## src/rtl/imem_loader_if.sv

```systemverilog
// Byte-stream and instruction-memory signal bundle between a boot source and the loader.
interface imem_loader_if #(
  parameter int ADDR_WIDTH = 10
);
  logic                  start;
  logic                  rx_valid;
  logic [7:0]            rx_data;
  logic                  rx_ready;
  logic                  imem_we;
  logic [ADDR_WIDTH-1:0] imem_addr;
  logic [31:0]           imem_wdata;
  logic                  core_reset_n;
  logic                  busy;
  logic                  done;
  logic                  error;

  modport slave (
    input  start, rx_valid, rx_data,
    output rx_ready, imem_we, imem_addr, imem_wdata, core_reset_n, busy, done, error
  );

  modport master (
    output start, rx_valid, rx_data,
    input  rx_ready, imem_we, imem_addr, imem_wdata, core_reset_n, busy, done, error
  );
endinterface

```

## src/rtl/imem_loader.sv

```systemverilog
// Loads a length-prefixed, XOR-checksummed byte stream into instruction memory
// and releases the core from reset only after a clean load.
module imem_loader #(
  parameter int ADDR_WIDTH     = 10,
  parameter int DATA_WIDTH     = 32,
  parameter int TIMEOUT_CYCLES = 1000000
) (
  input  logic          clk,
  input  logic          reset_n,
  imem_loader_if.slave  bus
);

  typedef enum logic [2:0] {
    IDLE, LEN0, LEN1, DATA, WRITE, CSUM, DONE, ERROR
  } state_t;

  localparam int              TW       = (TIMEOUT_CYCLES < 2) ? 1 : $clog2(TIMEOUT_CYCLES);
  localparam logic [TW-1:0]   TMO_LAST = TW'(TIMEOUT_CYCLES - 1);
  localparam logic [16:0]     CAPACITY = 17'(2 ** ADDR_WIDTH);

  state_t                state;
  logic [15:0]           length;
  logic [16:0]           word_cnt;
  logic [16:0]           next_cnt;
  logic [16:0]           len_next;
  logic [1:0]            byte_idx;
  logic [23:0]           word_buf;
  logic [7:0]            csum;
  logic [TW-1:0]         tmo_cnt;
  logic [ADDR_WIDTH-1:0] addr_q;
  logic [DATA_WIDTH-1:0] wdata_q;
  logic                  accept;

  assign accept   = bus.rx_valid & bus.rx_ready;
  assign next_cnt = word_cnt + 17'd1;
  assign len_next = {1'b0, bus.rx_data, length[7:0]};

  // All status outputs are pure decodes of the state register.
  assign bus.rx_ready     = (state == LEN0) || (state == LEN1) || (state == DATA) || (state == CSUM);
  assign bus.busy         = bus.rx_ready || (state == WRITE);
  assign bus.imem_we      = (state == WRITE);
  assign bus.done         = (state == DONE);
  assign bus.error        = (state == ERROR);
  assign bus.core_reset_n = (state == DONE);
  assign bus.imem_addr    = addr_q;
  assign bus.imem_wdata   = wdata_q;

  always_ff @(posedge clk or negedge reset_n) begin
    if (!reset_n) begin
      state    <= IDLE;
      length   <= '0;
      word_cnt <= '0;
      byte_idx <= '0;
      word_buf <= '0;
      csum     <= '0;
      tmo_cnt  <= '0;
      addr_q   <= '0;
      wdata_q  <= '0;
    end else begin
      case (state)
        IDLE, DONE, ERROR: begin
          if (bus.start) begin
            state    <= LEN0;
            word_cnt <= '0;
            byte_idx <= '0;
            csum     <= '0;
            tmo_cnt  <= '0;
          end
        end
        WRITE: begin
          word_cnt <= next_cnt;
          state    <= (next_cnt == {1'b0, length}) ? CSUM : DATA;
        end
        default: begin
          if (accept) begin
            tmo_cnt <= '0;
            csum    <= csum ^ bus.rx_data;
            case (state)
              LEN0: begin
                length[7:0] <= bus.rx_data;
                state       <= LEN1;
              end
              LEN1: begin
                length[15:8] <= bus.rx_data;
                state        <= (len_next == 17'd0 || len_next > CAPACITY) ? ERROR : DATA;
              end
              DATA: begin
                byte_idx <= byte_idx + 2'd1;
                case (byte_idx)
                  2'd0: word_buf[7:0]   <= bus.rx_data;
                  2'd1: word_buf[15:8]  <= bus.rx_data;
                  2'd2: word_buf[23:16] <= bus.rx_data;
                  default: begin
                    // Address and data are latched only when a whole word exists.
                    addr_q  <= word_cnt[ADDR_WIDTH-1:0];
                    wdata_q <= DATA_WIDTH'({bus.rx_data, word_buf});
                    state   <= WRITE;
                  end
                endcase
              end
              CSUM: state <= (bus.rx_data == csum) ? DONE : ERROR;
              default: ;
            endcase
          end else if (tmo_cnt == TMO_LAST) begin
            state <= ERROR;
          end else begin
            tmo_cnt <= tmo_cnt + TW'(1);
          end
        end
      endcase
    end
  end

endmodule
```

## src/flat_wrapper.sv

```systemverilog
// flat-port wrapper written by rule: the top's interface ports become plain ports
module imem_loader_flat 
#(
  parameter int ADDR_WIDTH     = 10,
  parameter int DATA_WIDTH     = 32,
  parameter int TIMEOUT_CYCLES = 1000000
)
  (clk, reset_n, bus_start, bus_rx_valid, bus_rx_data, bus_rx_ready, bus_imem_we, bus_imem_addr, bus_imem_wdata, bus_core_reset_n, bus_busy, bus_done, bus_error);
  imem_loader_if #(.ADDR_WIDTH(ADDR_WIDTH)) bus_i ();
  input  logic clk;
  input  logic reset_n;
  input wire logic [$bits(bus_i.start)-1:0] bus_start;
  input wire logic [$bits(bus_i.rx_valid)-1:0] bus_rx_valid;
  input wire logic [$bits(bus_i.rx_data)-1:0] bus_rx_data;
  output wire logic [$bits(bus_i.rx_ready)-1:0] bus_rx_ready;
  output wire logic [$bits(bus_i.imem_we)-1:0] bus_imem_we;
  output wire logic [$bits(bus_i.imem_addr)-1:0] bus_imem_addr;
  output wire logic [$bits(bus_i.imem_wdata)-1:0] bus_imem_wdata;
  output wire logic [$bits(bus_i.core_reset_n)-1:0] bus_core_reset_n;
  output wire logic [$bits(bus_i.busy)-1:0] bus_busy;
  output wire logic [$bits(bus_i.done)-1:0] bus_done;
  output wire logic [$bits(bus_i.error)-1:0] bus_error;
  assign bus_i.start = bus_start;
  assign bus_i.rx_valid = bus_rx_valid;
  assign bus_i.rx_data = bus_rx_data;
  assign bus_rx_ready = bus_i.rx_ready;
  assign bus_imem_we = bus_i.imem_we;
  assign bus_imem_addr = bus_i.imem_addr;
  assign bus_imem_wdata = bus_i.imem_wdata;
  assign bus_core_reset_n = bus_i.core_reset_n;
  assign bus_busy = bus_i.busy;
  assign bus_done = bus_i.done;
  assign bus_error = bus_i.error;
  imem_loader #(.ADDR_WIDTH(ADDR_WIDTH), .DATA_WIDTH(DATA_WIDTH), .TIMEOUT_CYCLES(TIMEOUT_CYCLES)) u_core (.clk(clk), .reset_n(reset_n), .bus(bus_i));
endmodule
```

## config.mk

```make
export PLATFORM = sky130hd
export DESIGN_NAME = imem_loader_flat
export DESIGN_NICKNAME = d
export VERILOG_FILES = /design/src/rtl/imem_loader_if.sv /design/src/rtl/imem_loader.sv /design/src/flat_wrapper.sv
export SDC_FILE = /design/constraint.sdc
export NUM_CORES = 1
export LEC_CHECK = 0
export ABC_AREA = 1
export ABC_CLOCK_PERIOD_IN_PS = 5700
export CAP_MARGIN = 25
export CORE_MARGIN = 1
export CORE_UTILIZATION = 55
export CTS_BUF_LIST = sky130_fd_sc_hd__clkbuf_4 sky130_fd_sc_hd__clkbuf_8 sky130_fd_sc_hd__clkbuf_16
export CTS_CLUSTER_DIAMETER = 80
export DETAILED_ROUTE_END_ITERATION = 8
export PLACE_DENSITY_LB_ADDON = 0.3
export SYNTH_ARGS = -nofsm -noshare
export SYNTH_HDL_FRONTEND = slang
export SYNTH_SLANG_ARGS = --single-unit
```

## constraint.sdc

```tcl
create_clock -name clk -period 5.7 [get_ports clk]
set_clock_uncertainty 0.1 [all_clocks]
set_input_delay 1.14 -clock clk [delete_from_list [all_inputs] [get_ports clk]]
set_output_delay 1.14 -clock clk [all_outputs]
set_load 0.005 [all_outputs]
```

Yosys cells after proc, flatten, opt, wreduce, memory -nomap -nowiden
Index checks and enable logic that the tools add are counted.
Word-level totals
  output and inout bits: 48
  register bits: 132
Cells by class
  bitwise logic cells: 5
  add/sub/neg operators: 3
  equal/unequal tests: 16
  order comparisons: 1
  reduce and logical (&&, ||, !) cells: 26
  multiplexer cells: 22
Operators by type and width (number)
  20-bit 2-to-1 mux: 3
  20-bit case mux with 2 select lines: 1
  17-bit case mux with 2 select lines: 1
  4-bit AND reduction: 6
  20-bit by 1-bit adder with 20-bit output, second input constant: 1
  20-bit == test, second input constant: 1
  3-bit 2-to-1 mux: 6
  17-bit by 1-bit adder with 17-bit output, second input constant: 1
  17-bit by 16-bit == test with 1-bit output: 1
  17-bit zero test: 1
  17-bit 2-to-1 mux: 1
  16-bit by 11-bit greater-than comparator with 1-bit output, second input constant: 1
  8-bit 2-to-1 mux: 2
  8-bit case mux with 2 select lines: 1
  3-bit == test, second input constant: 4
  3-bit case mux with 4 select lines: 1
  3-bit AND reduction: 4
  8-bit == test: 1
  8-bit XOR: 1
  7-bit != test, second input constant: 1
  3-bit by 2-bit == test with 1-bit output, second input constant: 2
  2-bit 2-to-1 mux: 3
  3-bit case mux with 2 select lines: 1
  2-bit nonzero test: 3
  18 further kinds: 25

Logic depth before layout (Yosys ltp)
  depth after elaboration: 7
  depth in mapped cells: 15
  mapped depth without buffers: 15

Worst setup path before layout
Ideal clock, no wire load.
  kind: input to register
  start point: input bus_rx_valid
  end point: register u_core.csum[0]
  library setup time: 95 ps
  stages on the path: 7
  data required time: 5505 ps
  slack: 3470 ps
  arrival: 2034 ps
  cells stage by stage: inv_1 -> nor2_1 -> inv_1 -> nand2_1 -> inv_1 -> buf_2 -> o31ai_1
Between the ends
  word-level cells in the longest chain between the ends: 3
RTL lines
  from (decl): RTL line flat_wrapper.sv:13  | input wire logic [$bits(bus_i.rx_valid)-1:0] bus_rx_valid;
  1-bit bitwise AND: RTL line imem_loader.sv:34  | assign accept = bus.rx_valid & bus.rx_ready;
  2-bit nonzero test (no source line)
  3-bit AND reduction (no source line)
  to (signal assigned): RTL line imem_loader.sv:77  | csum <= csum ^ bus.rx_data;
  to (decl): RTL line imem_loader.sv:28  | logic [7:0] csum;
No other way between the ends.
A chain may end at the register's enable or synchronous reset.

Worst setup path after layout
  start point: register u_core.state[0]
  end point: output bus_busy
Between the ends
  word-level cells in the longest chain between the ends: 5
  elaborated cells between the ends (all ways): 9
RTL lines
  from (decl): RTL line imem_loader.sv:21  | state_t state;
  from (signal assigned): RTL line imem_loader.sv:72  | state <= (next_cnt == {1'b0, length}) ? CSUM : DATA;
  from (signal assigned): RTL line imem_loader.sv:85  | state <= (len_next == 17'd0 || len_next > CAPACITY) ? ERROR : DATA;
  from (signal assigned): RTL line imem_loader.sv:101  | CSUM: state <= (bus.rx_data == csum) ? DONE : ERROR;
  3-bit by 1-bit == test with 1-bit output or 3-bit by 2-bit == test with 1-bit output (tied branches): RTL line imem_loader.sv:39  | assign bus.rx_ready = (state == LEN0) || (state == LEN1) || (state == DATA) || (state == CSUM);
  1-bit logical OR (3 in series): RTL line imem_loader.sv:39
  1-bit logical OR (*): RTL line imem_loader.sv:40  | assign bus.busy = bus.rx_ready || (state == WRITE);
  to (decl): RTL line flat_wrapper.sv:20  | output wire logic [$bits(bus_i.busy)-1:0] bus_busy;
Every way passes the cells marked *; elsewhere a longest branch is shown, timed or not.

==> summary.txt <==
Floorplanning
  – Die Y: 111 um
  – Die Width: 111 um
  – Num ports: 60
  – Core area: 11500 um2
  – Starting Density: 56.7%
  – DIE AREA: 12300 um2
  – Rows: 39

Critical path
  – Crit Path Class: reg -> out
  – Startpoint types: flop
  – Worst EP arrival: 2.16 ns
  – Max FO, Critical Path: 14
  – Required time worst endpoint: 4.46 ns
  – Crit end category: output pin

STA
  – Setup violators final: 0
  – Relative slew slack: 54.9%
  – Setup TNS Final: 0 ns
  – Worst-Margin Slew: 0.675 ns
  – Final hold vios: 0
  – Maximum clock rate: 0.294 GHz
  – Hold Slack: 0.384 ns
  – RSZ-0062 raised after global routing: false
  – Period utilisation layout: 59.6%
  – Slew Limit Fails: 0
  – Min Tclk post-route: 3.40 ns

Synthesis
  – Area share of the largest cell type after synthesis: 50.8%
  – Syn_nets: 802
  – Post-synthesis cell count: 784
  – Seq/Total Area, Yosys: 50.8%
  – Synth unique cells: 37
  – Post-Syn Area: 6500 um2
  – Synth top area cells: dfrtp_1 (51%), nand2_1 (12%), o21ai_0 (6.0%)
  – Seq cells post-synth: 132
  – Synth area leader: dfrtp_1
  – Yosys warns: 0
  – Mean Syn Cell Area: 8.29 um2

Cells and area
  – Register area: 3300 um2
  – Layout cell share with drive strength beyond 1: 8.75%
  – Commonest non-fill, non-tap cells in the layout: nand2_1 (209), dfrtp_1 (132), inv_1 (88), o21ai_0 (78), nor2_1 (60)
  – Area occupied by multi-input gates: 2740 um2
  – ANT cells: 0
  – Commonest non-fill, non-tap cell in the layout: nand2_1
  – Area grow syn2layout: 21.1%
  – FILL cells: 883
  – Post-layout nets: 863

Power
  – Sequential share of power: 37.4%
  – Pwr/cell area: 481 nW/um2
  – Clock power share: 31.6%
  – P_int: 2490 uW
  – Sw frac: 34.2%
  – Pleak: 0.00367 uW
  – Switch Pwr: 1290 uW
  – VDD IR max: 0.289 mV
  – Combinational Power Share: 31.0%

Clocking
  – Clock latency on the worst-skew pair: 0.42 ns
  – Max clock buf depth: 2
  – Reg clk slew, reported paths: 0.06 ns
  – CTS resizes: 0
  – Clk root buf: clkbuf_16
  – CTS tree: done
  – # hold bufs at CTS: 0
  – TritonCTS Buffers: 17
  – H-Tree Depth: 4
  – CTS Sinks: 132
  – Setup bufs post-CTS: 0

Placed design
  – DP Wirelength: 10800 um
  – RePlAce Congestion: 0.930
  – PortBufs: 59

Global route
  – Total track usage: 27.9%
  – Largest net degree at the start of global routing: 67
  – First-pass GRT wire length: 26900 um
  – Vias in the first global route: 5519
  – Grt total ovfl: 0
  – Initial antenna violation count: 0

Routing
  – Final wirelength: 16400 um
  – DR vias/cell: 5.69
  – Iter 0 DRT Violations: 636
  – ANT nets after route: 0
  – Avg WL per Cell: 16.4 um
  – Drc violations: 0
  – DRT Pass-1 Iters: 5
  – DR vias: 5694

Min path
  – Hold Crit Class: reg -> reg

Outcome
  – Status: completed

Flow run
  – Max Cap Viol: 0
cell usage after synthesis, drive strengths merged:
| cell | instances |
|---|---|
| nand2 | 212 |
| dfrtp | 132 |
| inv | 94 |
| o21ai | 84 |
| nor2 | 65 |
| nand3 | 51 |
| mux2 | 24 |
| nand4 | 16 |
| a21oi | 15 |
| clkbuf | 11 |
| nor3 | 11 |
| buf | 10 |
| o22ai | 10 |
| xor2 | 9 |
| o31ai | 8 |
| ha | 6 |
| nand3b | 6 |
| xnor2 | 6 |
| nor4 | 4 |
| a31oi | 2 |
| nor3b | 2 |
| a22oi | 1 |
| nand2b | 1 |
| o211ai | 1 |
| o21bai | 1 |
| or2 | 1 |
| xnor3 | 1 |
registers in the layout, summed over array words and instances (netlist names):
signal and flops:
u_core.bus.imem_wdata 32, u_core.word_buf 24, u_core.tmo_cnt 20, u_core.word_cnt 17
u_core.length 16, u_core.bus.imem_addr 10, u_core.csum 8, u_core.state 3
u_core.byte_idx 2
stage by stage:
step,instances,worst slack (ns),util (%),total power (uW),cell area [um2]
floorplan,784,3.47,-,2090,6500
global placement,967,2.37,62.6,2490,7180
detailed placement,968,2.34,62.8,2560,7210
CTS,999,2.32,68.4,3790,7850
global route,1000,2.22,68.6,3980,7870
finish,1000,2.30,68.6,3790,7870
final cells by class:
class	count	area share (%)
inverters	94	4.52
repair buffers	63	8.27
well taps	143	2.27
multi-input cells	537	34.8
clock inverters	12	2.40
clock buffers	19	5.76
flip-flops and latches	132	42.0
kinds of logic (layout without fill, tap and decap cells):
family / after synthesis / count (layout) / synth area share [%]
muxes: 24 / 24 / 4.16
xor gates and xnor gates: 16 / 16 / 2.37
buffers and inverters: 115 / 188 / 7.08
and+or+nand+nor: 369 / 369 / 24.3
AOI/OAI and AO/OA: 122 / 122 / 10.1
adders and majority gates: 6 / 6 / 1.15
DFF: 132 / 132 / 50.8
worst paths after layout:
path                                    startpoint                      end  slack [ns]  cells after the start
min in group asynchronous                  reset_n       u_core.word_cnt[6]        0.51                      1
min                        u_core.bus.imem_addr[8]  u_core.bus.imem_addr[8]        0.38                      2
max                                u_core.state[0]                 bus_busy        2.30                      7
max reg2reg                        u_core.state[0]       u_core.tmo_cnt[19]        3.16                     15
min reg2reg                u_core.bus.imem_addr[8]  u_core.bus.imem_addr[8]        0.38                      2
max in group asynchronous                  reset_n      u_core.word_buf[14]        4.10                      2
critical path, cell delays in order, from the launching register on:
cell and delay [ns]:
dfrtp_1 0.43, inv_2 0.11, nor2_2 0.07, nor2_4 0.13, inv_2 0.08, nor2_4 0.35
inv_4 0.11, clkdlybuf4s50_1 0.46
layer usage:
layer / GRT usage [%] / wire length [um]
met5: 0 / 0
met4: 12.6 / 452
met3: 5.63 / 902
met2: 46.6 / 8260
met1: 35.2 / 6780
power groups by stage:
stage,sequential [uW],combinational (uW),clock (uW)
2_1_floorplan,1370,715,0
3_3_place_gp,1400,1090,0
3_5_place_dp,1420,1150,0
4_1_cts,1410,1170,1210
5_1_grt,1440,1290,1240
6_report,1410,1170,1200
(Power assumes the default switching activity.)
